===== src/rtl/pc_pkg.sv =====
// Shared types for the fetch-stage PC unit.
// The next-PC source enum and the priority encoder that picks it.
package pc_pkg;

    typedef enum logic [1:0] {
        PC_SEQ,
        PC_JUMP,
        PC_RET,
        PC_BRANCH
    } pc_sel_e;

    // Priority: branch > ret > jump > sequential; call only qualifies a winning jump.
    function automatic pc_sel_e pc_select(input logic branch_taken,
                                          input logic ret,
                                          input logic jump);
        if (branch_taken) begin
            return PC_BRANCH;
        end else if (ret) begin
            return PC_RET;
        end else if (jump) begin
            return PC_JUMP;
        end
        return PC_SEQ;
    endfunction

endpackage


===== src/rtl/ras_stack.sv =====
// Circular return-address stack: top pointer plus occupancy count.
// Pushing when full overwrites the oldest entry; popping when empty only flags underflow.
module ras_stack
    import pc_pkg::*;
#(
    parameter int unsigned WIDTH = 32,
    parameter int unsigned DEPTH = 4
) (
    input  logic             clk,
    input  logic             rst,
    input  logic             push,
    input  logic             pop,
    input  logic [WIDTH-1:0] push_data,
    output logic [WIDTH-1:0] top,
    output logic             empty,
    output logic             full,
    output logic             overflow,
    output logic             underflow
);

    localparam int unsigned PtrW = $clog2(DEPTH);
    localparam int unsigned CntW = PtrW + 1;

    logic [WIDTH-1:0] mem_q [DEPTH];
    logic [PtrW-1:0]  ptr_q, ptr_d;
    logic [CntW-1:0]  cnt_q, cnt_d;
    logic             ovf_q, ovf_d;
    logic             udf_q, udf_d;

    assign empty     = (cnt_q == '0);
    assign full      = (cnt_q == CntW'(DEPTH));
    // Never expose stale storage when nothing has been pushed.
    assign top       = empty ? '0 : mem_q[ptr_q];
    assign overflow  = ovf_q;
    assign underflow = udf_q;

    always_comb begin
        ptr_d = ptr_q;
        cnt_d = cnt_q;
        ovf_d = 1'b0;
        udf_d = 1'b0;
        if (push) begin
            ptr_d = ptr_q + 1'b1;
            cnt_d = full ? cnt_q : cnt_q + 1'b1;
            ovf_d = full;
        end else if (pop) begin
            if (empty) begin
                udf_d = 1'b1;
            end else begin
                ptr_d = ptr_q - 1'b1;
                cnt_d = cnt_q - 1'b1;
            end
        end
    end

    always_ff @(posedge clk) begin
        if (rst) begin
            ptr_q <= '0;
            cnt_q <= '0;
            ovf_q <= 1'b0;
            udf_q <= 1'b0;
        end else begin
            ptr_q <= ptr_d;
            cnt_q <= cnt_d;
            ovf_q <= ovf_d;
            udf_q <= udf_d;
        end
    end

    always_ff @(posedge clk) begin
        if (!rst && push) begin
            mem_q[ptr_d] <= push_data;
        end
    end

endmodule


===== src/rtl/pc_unit_ras.sv =====
// Fetch-stage program counter with branch/jump/call/return redirect and a return-address stack.
// The PC register and RAS both freeze under hold; reset overrides everything.
module pc_unit_ras
    import pc_pkg::*;
#(
    parameter int unsigned          WIDTH        = 32,
    parameter logic [WIDTH-1:0]     RESET_VECTOR = '0,
    parameter int unsigned          INC          = 4,
    parameter int unsigned          RAS_DEPTH    = 4
) (
    input  logic             clk,
    input  logic             rst,
    input  logic             hold,
    input  logic             branch_taken,
    input  logic [WIDTH-1:0] branch_offset,
    input  logic             jump,
    input  logic             call,
    input  logic             ret,
    input  logic [WIDTH-1:0] jump_target,
    output logic [WIDTH-1:0] pc,
    output logic             ras_empty,
    output logic             ras_full,
    output logic             ras_underflow,
    output logic             ras_overflow
);

    logic [WIDTH-1:0] pc_q, pc_d;
    logic [WIDTH-1:0] pc_inc, pc_br, ras_top;
    logic             ras_push, ras_pop;
    pc_sel_e          sel;

    assign pc_inc = pc_q + WIDTH'(INC);
    assign pc_br  = pc_q + branch_offset;
    assign sel    = pc_select(branch_taken, ret, jump);

    // Only the winning request may touch the stack, so push and pop are exclusive.
    assign ras_push = !hold && (sel == PC_JUMP) && call;
    assign ras_pop  = !hold && (sel == PC_RET);

    always_comb begin
        pc_d = pc_q;
        if (!hold) begin
            unique case (sel)
                PC_BRANCH: pc_d = pc_br;
                PC_RET:    pc_d = ras_empty ? pc_inc : ras_top;
                PC_JUMP:   pc_d = jump_target;
                default:   pc_d = pc_inc;
            endcase
        end
    end

    always_ff @(posedge clk) begin
        if (rst) begin
            pc_q <= RESET_VECTOR;
        end else begin
            pc_q <= pc_d;
        end
    end

    assign pc = pc_q;

    ras_stack #(
        .WIDTH(WIDTH),
        .DEPTH(RAS_DEPTH)
    ) u_ras (
        .clk      (clk),
        .rst      (rst),
        .push     (ras_push),
        .pop      (ras_pop),
        .push_data(pc_inc),
        .top      (ras_top),
        .empty    (ras_empty),
        .full     (ras_full),
        .overflow (ras_overflow),
        .underflow(ras_underflow)
    );

endmodule


===== config.mk =====
export PLATFORM = sky130hd
export DESIGN_NAME = pc_unit_ras
export DESIGN_NICKNAME = d
export VERILOG_FILES = /design/src/rtl/pc_pkg.sv /design/src/rtl/ras_stack.sv /design/src/rtl/pc_unit_ras.sv
export SDC_FILE = /design/constraint.sdc
export NUM_CORES = 1
export LEC_CHECK = 0
export CORE_UTILIZATION = 45
export DETAILED_ROUTE_END_ITERATION = 16
export HOLD_SLACK_MARGIN = 0.12
export PLACE_DENSITY = 0.76
export SYNTH_ARGS = -nofsm -noshare
export SYNTH_HDL_FRONTEND = slang
export SYNTH_SLANG_ARGS = --single-unit

===== constraint.sdc =====
create_clock -name clk -period 6.23 [get_ports clk]
set_clock_uncertainty 0.05 [all_clocks]
set_input_delay 0.623 -clock clk [delete_from_list [all_inputs] [get_ports clk]]
set_output_delay 0.623 -clock clk [all_outputs]
set_load 0.02 [all_outputs]

==> metrics <==
Initial Util 0.459; Bufs on Longest Clock Path 2; Worst setup SP type register; syn_nets around 900; crit-path max FO 8; Vias/cell 6.22; IO Pins roughly 110; Slew @ Worst Pin about 1 ns; CTS sink cnt 167; Sw Ratio 0.286; Comb pwr share 0.199; Area Overhead vs Synth 20.0%; Max-Cap Viols 0; total CTS buffers 17; CP required between 6 and 7 ns; Critical Path AT 3.69 ns; largest net degree at the start of global routing 59; Highest Clock Rate about 290 MHz; share of post-route cells with drive strength above 1 0.109; H-tree Lvls 4; area of the core 20300 um2; pwr dens roughly 260 nW/um2; Peak supply drop approximately 0.00022 V; CTS Hold Bufs 0; Worst path most repeated cell nor3_1; die area approximately 21000 um2; DP Area 10600 um2; status complete, no violations; critical path cell sequence nand4_2 > nor3_1 > nand3_1 > xnor2_1 > a21oi_1 > nor3_1 > o32ai_1 > a2111oi_2; global-route wire length before repair a little under 40000 um; # placed instances between 1000 and 1500; All-Layer GR Usage 0.242; post-synth top area share 0.412; RSZ-0062 raised after global routing false; Syn Inst Count roughly 800; register share of total power 0.448; nets@finish 1009; yosys warns 0; CP bufs+invs 0; fin crit period 3.41 ns; hold_ws 0.516 ns; Antenna Nets Post-Route 0; pre-CTS setup slack around 2.5 ns; CTS tree built; Vias ~7400; Setup-failing EPs final 0; total negative slack 0 ns; Die Wd approximately 150 um; overall power 2.87 mW; drt pass-1 iters 5; post-route insts no fill 1187; post-route cell area 11200 um2; Psw 0.821 mW; Total Wirelength approximately 26000 um; routability cong. about 0.91; Worst Hold Class register to register; dpl hpwl 17900 um; Synth area leaders edfxtp_1, dfxtp_1, mux4_2, ha_1, xnor2_1; Max Slew Vio Count 0; Yosys cell types 71; initial antenna violation count 0; WL/cell roughly 22 um; endpoints failing hold 0; Max-slew headroom 0.333; Clock Latency Late Sink 0.43 ns; Root Buffer clkbuf_16; PostCTS Resize Cnt 0; Synth Register Bits about 170; average size of a mapped cell around 11 um2; GRT overflow 0; Std-Cell Rows 52; clk slew on worst S/H paths approximately 0.070 ns; CP max-delay cell xnor2_1; CP top delay family simple AND/OR/NAND/NOR gates; IO Port Bufs 106; Leakage Power around 4 nW; number of global-route vias before repair roughly 7000; Top FF cell, synth edfxtp_1; chip height between 100 and 150 um; post-CTS setup buffer count 0; number of remaining DRC errors 0; Seq/Total Area, Yosys 0.496; Pint about 2 mW; fillcell total ~1700; Synth Cell Area 9320 um2; fin crit share 0.548; CP Capture Type register; n_diodes 0; final setup margin approximately 2.8 ns; EDFF count, synth approximately 130; Initial DRC Count 827; Final Core Density 0.551; largest area contributor in the netlist edfxtp_1; clock power share 0.353; CP Class register to register; Critical Path Max Stage Delay 0.59 ns; post-synthesis async set-or-reset flop share 0
sequential cells by signal (all words and copies together) (netlist names):
name,flops
pc,32
u_ras.cnt_q,3
u_ras.mem_q,128
u_ras.overflow,1
u_ras.ptr_q,2
u_ras.underflow,1
synth_stat cells, types with 10 or more instances:
| master | instances |
|---|---|
| nand4_1 | 11 |
| inv_1 | 29 |
| a21oi_1 | 50 |
| clkbuf_1 | 31 |
| nor3_1 | 30 |
| nand3_1 | 28 |
| mux4_2 | 32 |
| a21o_1 | 25 |
| and3_1 | 10 |
| nand2_1 | 58 |
| a221o_1 | 16 |
| edfxtp_1 | 128 |
| dfxtp_1 | 39 |
| xor2_1 | 13 |
| ha_1 | 32 |
| nor2_1 | 50 |
| a221oi_1 | 23 |
| xnor2_1 | 33 |
| o21ai_0 | 29 |
kinds of logic after synthesis:
kind of cell	share of synthesized area
and+or+nand+nor	0.124
AOI/OAI and AO/OA	0.165
DFF	0.496
buffers and inverters	0.0348
xor gates and xnor gates	0.0485
muxes	0.0840
adders and majority gates	0.0472
cell usage in the layout, fill, tap and decap left out, types with 5 or more instances in the layout:
cell / count
o21ai_0: 29
o21a_1: 7
edfxtp_1: 128
a21o_1: 25
buf_4: 13
nor3_1: 28
ha_1: 32
a221oi_1: 23
inv_6: 5
xnor2_1: 33
a21oi_1: 50
nand4_1: 11
inv_1: 29
mux4_2: 32
nor2_1: 48
or3_1: 9
nand3_1: 28
xor2_1: 13
clkbuf_16: 17
clkdlybuf4s50_1: 104
nand2_1: 58
dfxtp_1: 38
a22o_1: 7
and3_1: 10
a211oi_1: 6
nor2b_1: 7
o31ai_1: 5
o211ai_1: 5
a221o_1: 16
o21bai_1: 5
a22oi_1: 5
layer usage:
| layer | up-vias | GRT usage | wire, um |
|---|---|---|---|
| met5 | - | 0 | 0 |
| met1 | 3628 | 0.331 | 10500 |
| li1 | 3349 | - | - |
| met4 | 0 | 0.0989 | 520 |
| met3 | 42 | 0.0386 | 2270 |
| met2 | 367 | 0.385 | 12300 |
tightest hold or removal path, delay by kind of cell (launching register included):
kind	cells	cell delay (ns)
xor+xnor	1	0.08
flops	1	0.37
simple gates	1	0.08
power groups by stage:
stage,logic [mW],registers (mW),clock network (mW)
after detailed placement,0.561,1.31,0
after global placement,0.556,1.31,0
after CTS,0.564,1.29,1.02
final,0.571,1.29,1.01
after global routing,0.615,1.29,1.06
after floorplan,0.345,1.32,0
layout make-up:
cell class / instances / area (um2) / share of cell area
timing repair buffer: 119 / 1150 / 0.103
inverter: 32 / 120 / 0.0107
multi-input combinational: 567 / 4390 / 0.393
clock inverter: 14 / 123 / 0.0110
sequential: 167 / 4630 / 0.413
tap: 270 / 338 / 0.0302
clock buffer: 18 / 439 / 0.0393
final timing paths:
| path | cells after the start | to | slack [ns] | from |
|---|---|---|---|---|
| worst min-delay path | 2 | u_ras.cnt_q[2] | 0.52 | u_ras.cnt_q[2] |
| worst min register to register | 2 | u_ras.cnt_q[2] | 0.52 | u_ras.cnt_q[2] |
| worst max register to register | 8 | pc[17] | 2.82 | pc[6] |
| worst max-delay path | 8 | pc[17] | 2.82 | pc[6] |
Power figures use the tool's default switching activity.
